### config.mk
export PLATFORM = sky130hd
export DESIGN_NAME = bus_router_1to4
export DESIGN_NICKNAME = d
export VERILOG_FILES = /design/src/rtl/bus_router_1to4.sv
export SDC_FILE = /design/constraint.sdc
export NUM_CORES = 1
export LEC_CHECK = 0
export BUFFER_PORTS_ARGS = -buffer_cell sky130_fd_sc_hd__clkbuf_2
export CAP_MARGIN = 20
export CORE_AREA = 2 2 135 137
export DETAILED_ROUTE_END_ITERATION = 7
export DIE_AREA = 0 0 137 139
export GPL_TIMING_DRIVEN = 0
export PLACE_DENSITY = 0.56
export SLEW_MARGIN = 20
export SYNTH_ARGS = -nofsm -noshare
export SYNTH_HDL_FRONTEND = slang
export SYNTH_SLANG_ARGS = --single-unit
### constraint.sdc
create_clock -name clk -period 2.2 [get_ports clk]
set_input_delay 0.33 -clock clk [delete_from_list [all_inputs] [get_ports clk]]
set_output_delay 0.33 -clock clk [all_outputs]
set_load 0.1 [all_outputs]
### src/rtl/bus_router_1to4.sv
// One-master to four-slave address router with registered slave select,
// decode/timeout error responses and sticky error bookkeeping.
//
// state | meaning
// IDLE  | decode cycle; no slave driven
// FWD   | request forwarded to slave sel, timer counting hold-off cycles
// DERR  | error response for an unmapped address
// TOUT  | error response for a slave that held off ready too long
module bus_router_1to4 #(
    parameter logic [31:0] S0_BASE  = 32'h0000_0000,
    parameter logic [31:0] S0_MASK  = 32'hF000_0000,
    parameter logic [31:0] S1_BASE  = 32'h1000_0000,
    parameter logic [31:0] S1_MASK  = 32'hF000_0000,
    parameter logic [31:0] S2_BASE  = 32'h2000_0000,
    parameter logic [31:0] S2_MASK  = 32'hF000_0000,
    parameter logic [31:0] S3_BASE  = 32'h8000_0000,
    parameter logic [31:0] S3_MASK  = 32'h8000_0000,
    parameter logic [15:0] TIMEOUT  = 16'd255,
    parameter logic [31:0] ERR_DATA = 32'hDEAD_BEEF
) (
    input  logic         clk,
    input  logic         resetn,
    input  logic         m_valid,
    output logic         m_ready,
    input  logic [31:0]  m_addr,
    output logic [31:0]  m_rdata,
    input  logic [31:0]  m_wdata,
    input  logic [3:0]   m_wstrb,
    output logic [3:0]   s_valid,
    input  logic [3:0]   s_ready,
    output logic [31:0]  s_addr,
    output logic [31:0]  s_wdata,
    output logic [3:0]   s_wstrb,
    input  logic [127:0] s_rdata,
    output logic         err_decode,
    output logic         err_timeout,
    output logic [7:0]   err_count,
    output logic [31:0]  last_err_addr
);

    typedef enum logic [1:0] {
        IDLE = 2'd0,
        FWD  = 2'd1,
        DERR = 2'd2,
        TOUT = 2'd3
    } state_t;

    state_t      state;
    state_t      state_nxt;
    logic [1:0]  sel;
    logic [15:0] timer;
    logic        hit;
    logic [1:0]  hit_idx;
    logic        sel_ready;
    logic [31:0] sel_rdata;
    logic        tout_hit;
    logic        err_enter;

    assign s_addr  = m_addr;
    assign s_wdata = m_wdata;
    assign s_wstrb = m_wstrb;

    // Checked highest index first so the lowest matching window wins.
    always_comb begin
        hit     = 1'b0;
        hit_idx = 2'd0;
        if ((m_addr & S3_MASK) == S3_BASE) begin hit = 1'b1; hit_idx = 2'd3; end
        if ((m_addr & S2_MASK) == S2_BASE) begin hit = 1'b1; hit_idx = 2'd2; end
        if ((m_addr & S1_MASK) == S1_BASE) begin hit = 1'b1; hit_idx = 2'd1; end
        if ((m_addr & S0_MASK) == S0_BASE) begin hit = 1'b1; hit_idx = 2'd0; end
    end

    assign sel_ready = s_ready[sel];
    assign sel_rdata = s_rdata[{sel, 5'd0} +: 32];
    assign tout_hit  = (TIMEOUT != 16'd0) && (timer == TIMEOUT - 16'd1);
    assign err_enter = (state_nxt == DERR) || (state_nxt == TOUT);

    always_ff @(posedge clk) begin
        if (!resetn) state <= IDLE;
        else         state <= state_nxt;
    end

    always_comb begin
        state_nxt = state;
        case (state)
            IDLE: if (m_valid) state_nxt = hit ? FWD : DERR;
            FWD: begin
                if (!m_valid || sel_ready) state_nxt = IDLE;
                else if (tout_hit)         state_nxt = TOUT;
            end
            DERR:    state_nxt = IDLE;
            TOUT:    state_nxt = IDLE;
            default: state_nxt = IDLE;
        endcase
    end

    always_comb begin
        s_valid     = 4'd0;
        m_ready     = 1'b0;
        m_rdata     = 32'd0;
        err_decode  = 1'b0;
        err_timeout = 1'b0;
        case (state)
            FWD: begin
                s_valid[sel] = m_valid;
                m_ready      = sel_ready;
                m_rdata      = sel_rdata;
            end
            DERR: begin
                m_ready    = 1'b1;
                m_rdata    = ERR_DATA;
                err_decode = 1'b1;
            end
            TOUT: begin
                m_ready     = 1'b1;
                m_rdata     = ERR_DATA;
                err_timeout = 1'b1;
            end
            default: ;
        endcase
    end

    always_ff @(posedge clk) begin
        if (!resetn) begin
            sel           <= 2'd0;
            timer         <= 16'd0;
            err_count     <= 8'd0;
            last_err_addr <= 32'd0;
        end else begin
            if (state == IDLE && m_valid && hit) begin
                sel   <= hit_idx;
                timer <= 16'd0;
            end else if (state == FWD && state_nxt == FWD) begin
                timer <= timer + 16'd1;
            end
            if (err_enter) begin
                if (err_count != 8'hFF) err_count <= err_count + 8'd1;
                last_err_addr <= m_addr;
            end
        end
    end

endmodule

==> results.json <==
{
  "nets": 1026,
  "synthCells": 485,
  "synth-seq-cells": 60,
  "ctsHoldBuffers": 0,
  "clk-insertion-delay-late_ns": 0.33,
  "post-route-period-util_pct": 100,
  "yosysSeqAreaShare_pct": 26.9,
  "grt_max_degree": 13,
  "synth_area_leader_cell": "dfxtp_1",
  "drtIter0Drc": 114,
  "rsz0062_at_grt": "yes",
  "clkTransAtPathRegs_ns": 0.06,
  "overflow": 0,
  "min_path_type": "input port to flop",
  "grtUsageTotal_pct": 17.0,
  "hpwl_mm": 14.2,
  "maxSlewHeadroom_pct": 61.7,
  "path_class": "flop to primary output",
  "design_area_sq_um": 7450,
  "root_buffer": "clkbuf_16",
  "status": "finished with violations",
  "cts_sinks": 60,
  "rows": 49,
  "finalMaxSlewViolations": 0,
  "skew_ns": 0.00861,
  "yosys.area.top_type_share_pct": 26.9,
  "routedWlPerCell_microns": 16.3,
  "die_area_sq_um": 19000,
  "drc": 0,
  "drive_above_1_share_pct": 59.9,
  "wl_mm": 17.2,
  "dieWidth_microns": 137,
  "drt-vias-per-instance": 4.47,
  "synth_cell_types": 50,
  "synth_area_per_cell_sq_um": 9.19,
  "syn-num-nets": 691,
  "setup_violations": 3,
  "start_kind": "flop",
  "maxCapViolCount": 0,
  "syn_area_sq_um": 4460,
  "worst_pin_slew_ns": 0.577,
  "ys_warn_count": 0,
  "cts.path.max_buffers": 2,
  "critPathMaxFanout": 10,
  "numPortBuffers": 313,
  "violations": "setup timing",
  "drtPass1Iterations": 6,
  "end_kind": "primary output",
  "p_leak_nw": 3.85,
  "min_period_ns": 2.21,
  "ir_drop_mv": 0.303,
  "start_util_pct": 25.3,
  "p_per_area_nw_per_um2": 651,
  "io_pins": 350,
  "max_freq_mhz": 453,
  "synthTopCellsByArea": "dfxtp_1 (27%), mux4_2 (17%), buf_4 (11%)",
  "antenna_found_initial": 3,
  "grt_pass1_wl_mm": 24.9,
  "hold_viol": 0,
  "required_ns": 1.87,
  "tritoncts": "yes",
  "areaGrowthSynthToFinish_pct": 67.1,
  "dpl_cell_area_sq_um": 6390,
  "place.gp.congestion": 0.803,
  "crit_arrival_ns": 1.88,
  "detail-route-antenna-nets": 0,
  "core_area_sq_um": 17700,
  "htreeDepth": 3,
  "vias": 4730,
  "numCtsBuffers": 9,
  "timing.hold.ws_ns": 0.235,
  "dieHeight_microns": 139,
  "grt_pass1_vias": 4616,
  "worst_slack_ns": -0.00707
}
layer usage:
layer / track usage [%] / vias to the layer above / wire length [microns]
li1: - / 2332 / -
met2: 31.5 / 218 / 9070
met4: 5.21 / 2 / 171
met3: 4.93 / 13 / 1520
met5: 0 / - / 13
met1: 18.3 / 2165 / 6420
worst paths after layout:
path / startpoint / endpoint / slack, ns / depth (start not counted)
setup / recovery: sel[0]$_SDFFE_PN0P_ / m_rdata[10] / -0.007 / 5
hold reg to reg: last_err_addr[20]$_SDFFE_PN0P_ / last_err_addr[20]$_SDFFE_PN0P_ / 0.46 / 2
setup reg to reg: sel[0]$_SDFFE_PN0P_ / err_count[7]$_SDFFE_PN0P_ / 0.03 / 7
hold / removal: m_addr[20] / last_err_addr[20]$_SDFFE_PN0P_ / 0.23 / 3
per-stage QoR:
stage          instances  util, %  setup TNS [ns]  setup WS (ns)  total power [mW]
2_1_floorplan        485        -         -0.0197       -0.00328              2.66
3_3_place_gp        1027     36.2           -8.56         -0.225              3.04
3_5_place_dp        1027     36.2           -6.32         -0.215              3.04
4_1_cts             1049     41.1          -0.447        -0.0437              4.85
5_1_grt             1056     42.2           -1.15        -0.0769              5.02
6_report            1057     42.2         -0.0159       -0.00707              4.85
cell type report:
class	count	area (sq um)
flip-flops and latches	60	1200
clock inverters	7	123
multi-input cells	318	2760
diodes	3	7.51
repair buffers	325	2090
plain buffers	98	731
inverters	8	30.0
well taps	229	287
clock buffers	9	225
fillers	1761	10200
cell usage in the layout, fill, tap and decap left out, types with 3 or more instances in the layout:
cell         n
nand2_1     81
clkbuf_2   284
bufinv_16    3
clkbuf_1    11
and2_1       4
and3_1       3
buf_8       23
clkbuf_16   18
xor2_1       5
nand4_1     10
diode_2      3
or3_1        4
nor2b_2      3
ha_1         3
xnor2_1      5
nand2b_1     6
a21o_1      26
nor3_1       4
o21ai_0      4
mux2i_1     39
clkbuf_4     5
dfxtp_1     59
inv_1        8
mux4_2      33
and4_1       4
nor3_4       4
nand3_1     10
nor2b_4      6
a21oi_1      8
buf_12       5
o211a_1      3
nor2_1      16
buf_4       84
worst max-delay path: stages, from the launching register on:
cell and delay (ns):
dfxtp_2 0.34, buf_12 0.15, buf_12 0.15, mux4_2 0.51, a21o_1 0.22, buf_8 0.18
state kept, by name (all words and copies together) (netlist names):
name           cells
state              2
last_err_addr     32
sel                2
timer             16
err_count          8
timing repair:
item / 4_1_cts / 5_1_grt
hold endpoints to repair: 0 / 0
setup endpoints to repair: 81 / 75
cloned: 0 / 1
pin swaps: 4 / 2
setup buffers: 6 / 5
gates resized for setup: 108 / 43
Yosys cell counts, drive strengths merged:
cell type / n
or3b: 1
nand3: 11
a21o: 26
o21ai: 5
o31ai: 2
nor3: 8
nand3b: 1
nor3b: 1
nand4: 11
nor4: 3
xor2: 5
and3: 4
nand2b: 7
a211oi: 4
mux2i: 39
clkbuf: 20
and2: 4
a2111oi: 1
inv: 8
ha: 3
buf: 79
or3: 4
dfxtp: 60
a21boi: 1
or4: 2
xnor2: 5
o221a: 1
nor4b: 1
and4: 4
a2111o: 1
or2: 4
o211a: 3
o2111a: 1
nand2: 81
o211ai: 2
nor2b: 10
o22ai: 2
a21oi: 9
nor2: 18
mux4: 33
cells by family after synthesis:
kind of cell	Yosys count	share of synthesized area [%]
xor+xnor	10	1.96
mux	72	25.4
flops	60	26.9
buf+inv	107	15.1
fa+ha+maj	3	0.842
simple gates	175	19.8
compound gates	58	9.90
report_power, final:
group	switching, mW	total [mW]	internal [mW]
sequential	0.0212	1.14	1.12
combinational	1.41	2.06	0.650
clock	0.533	1.64	1.11
(Power assumes the default switching activity.)
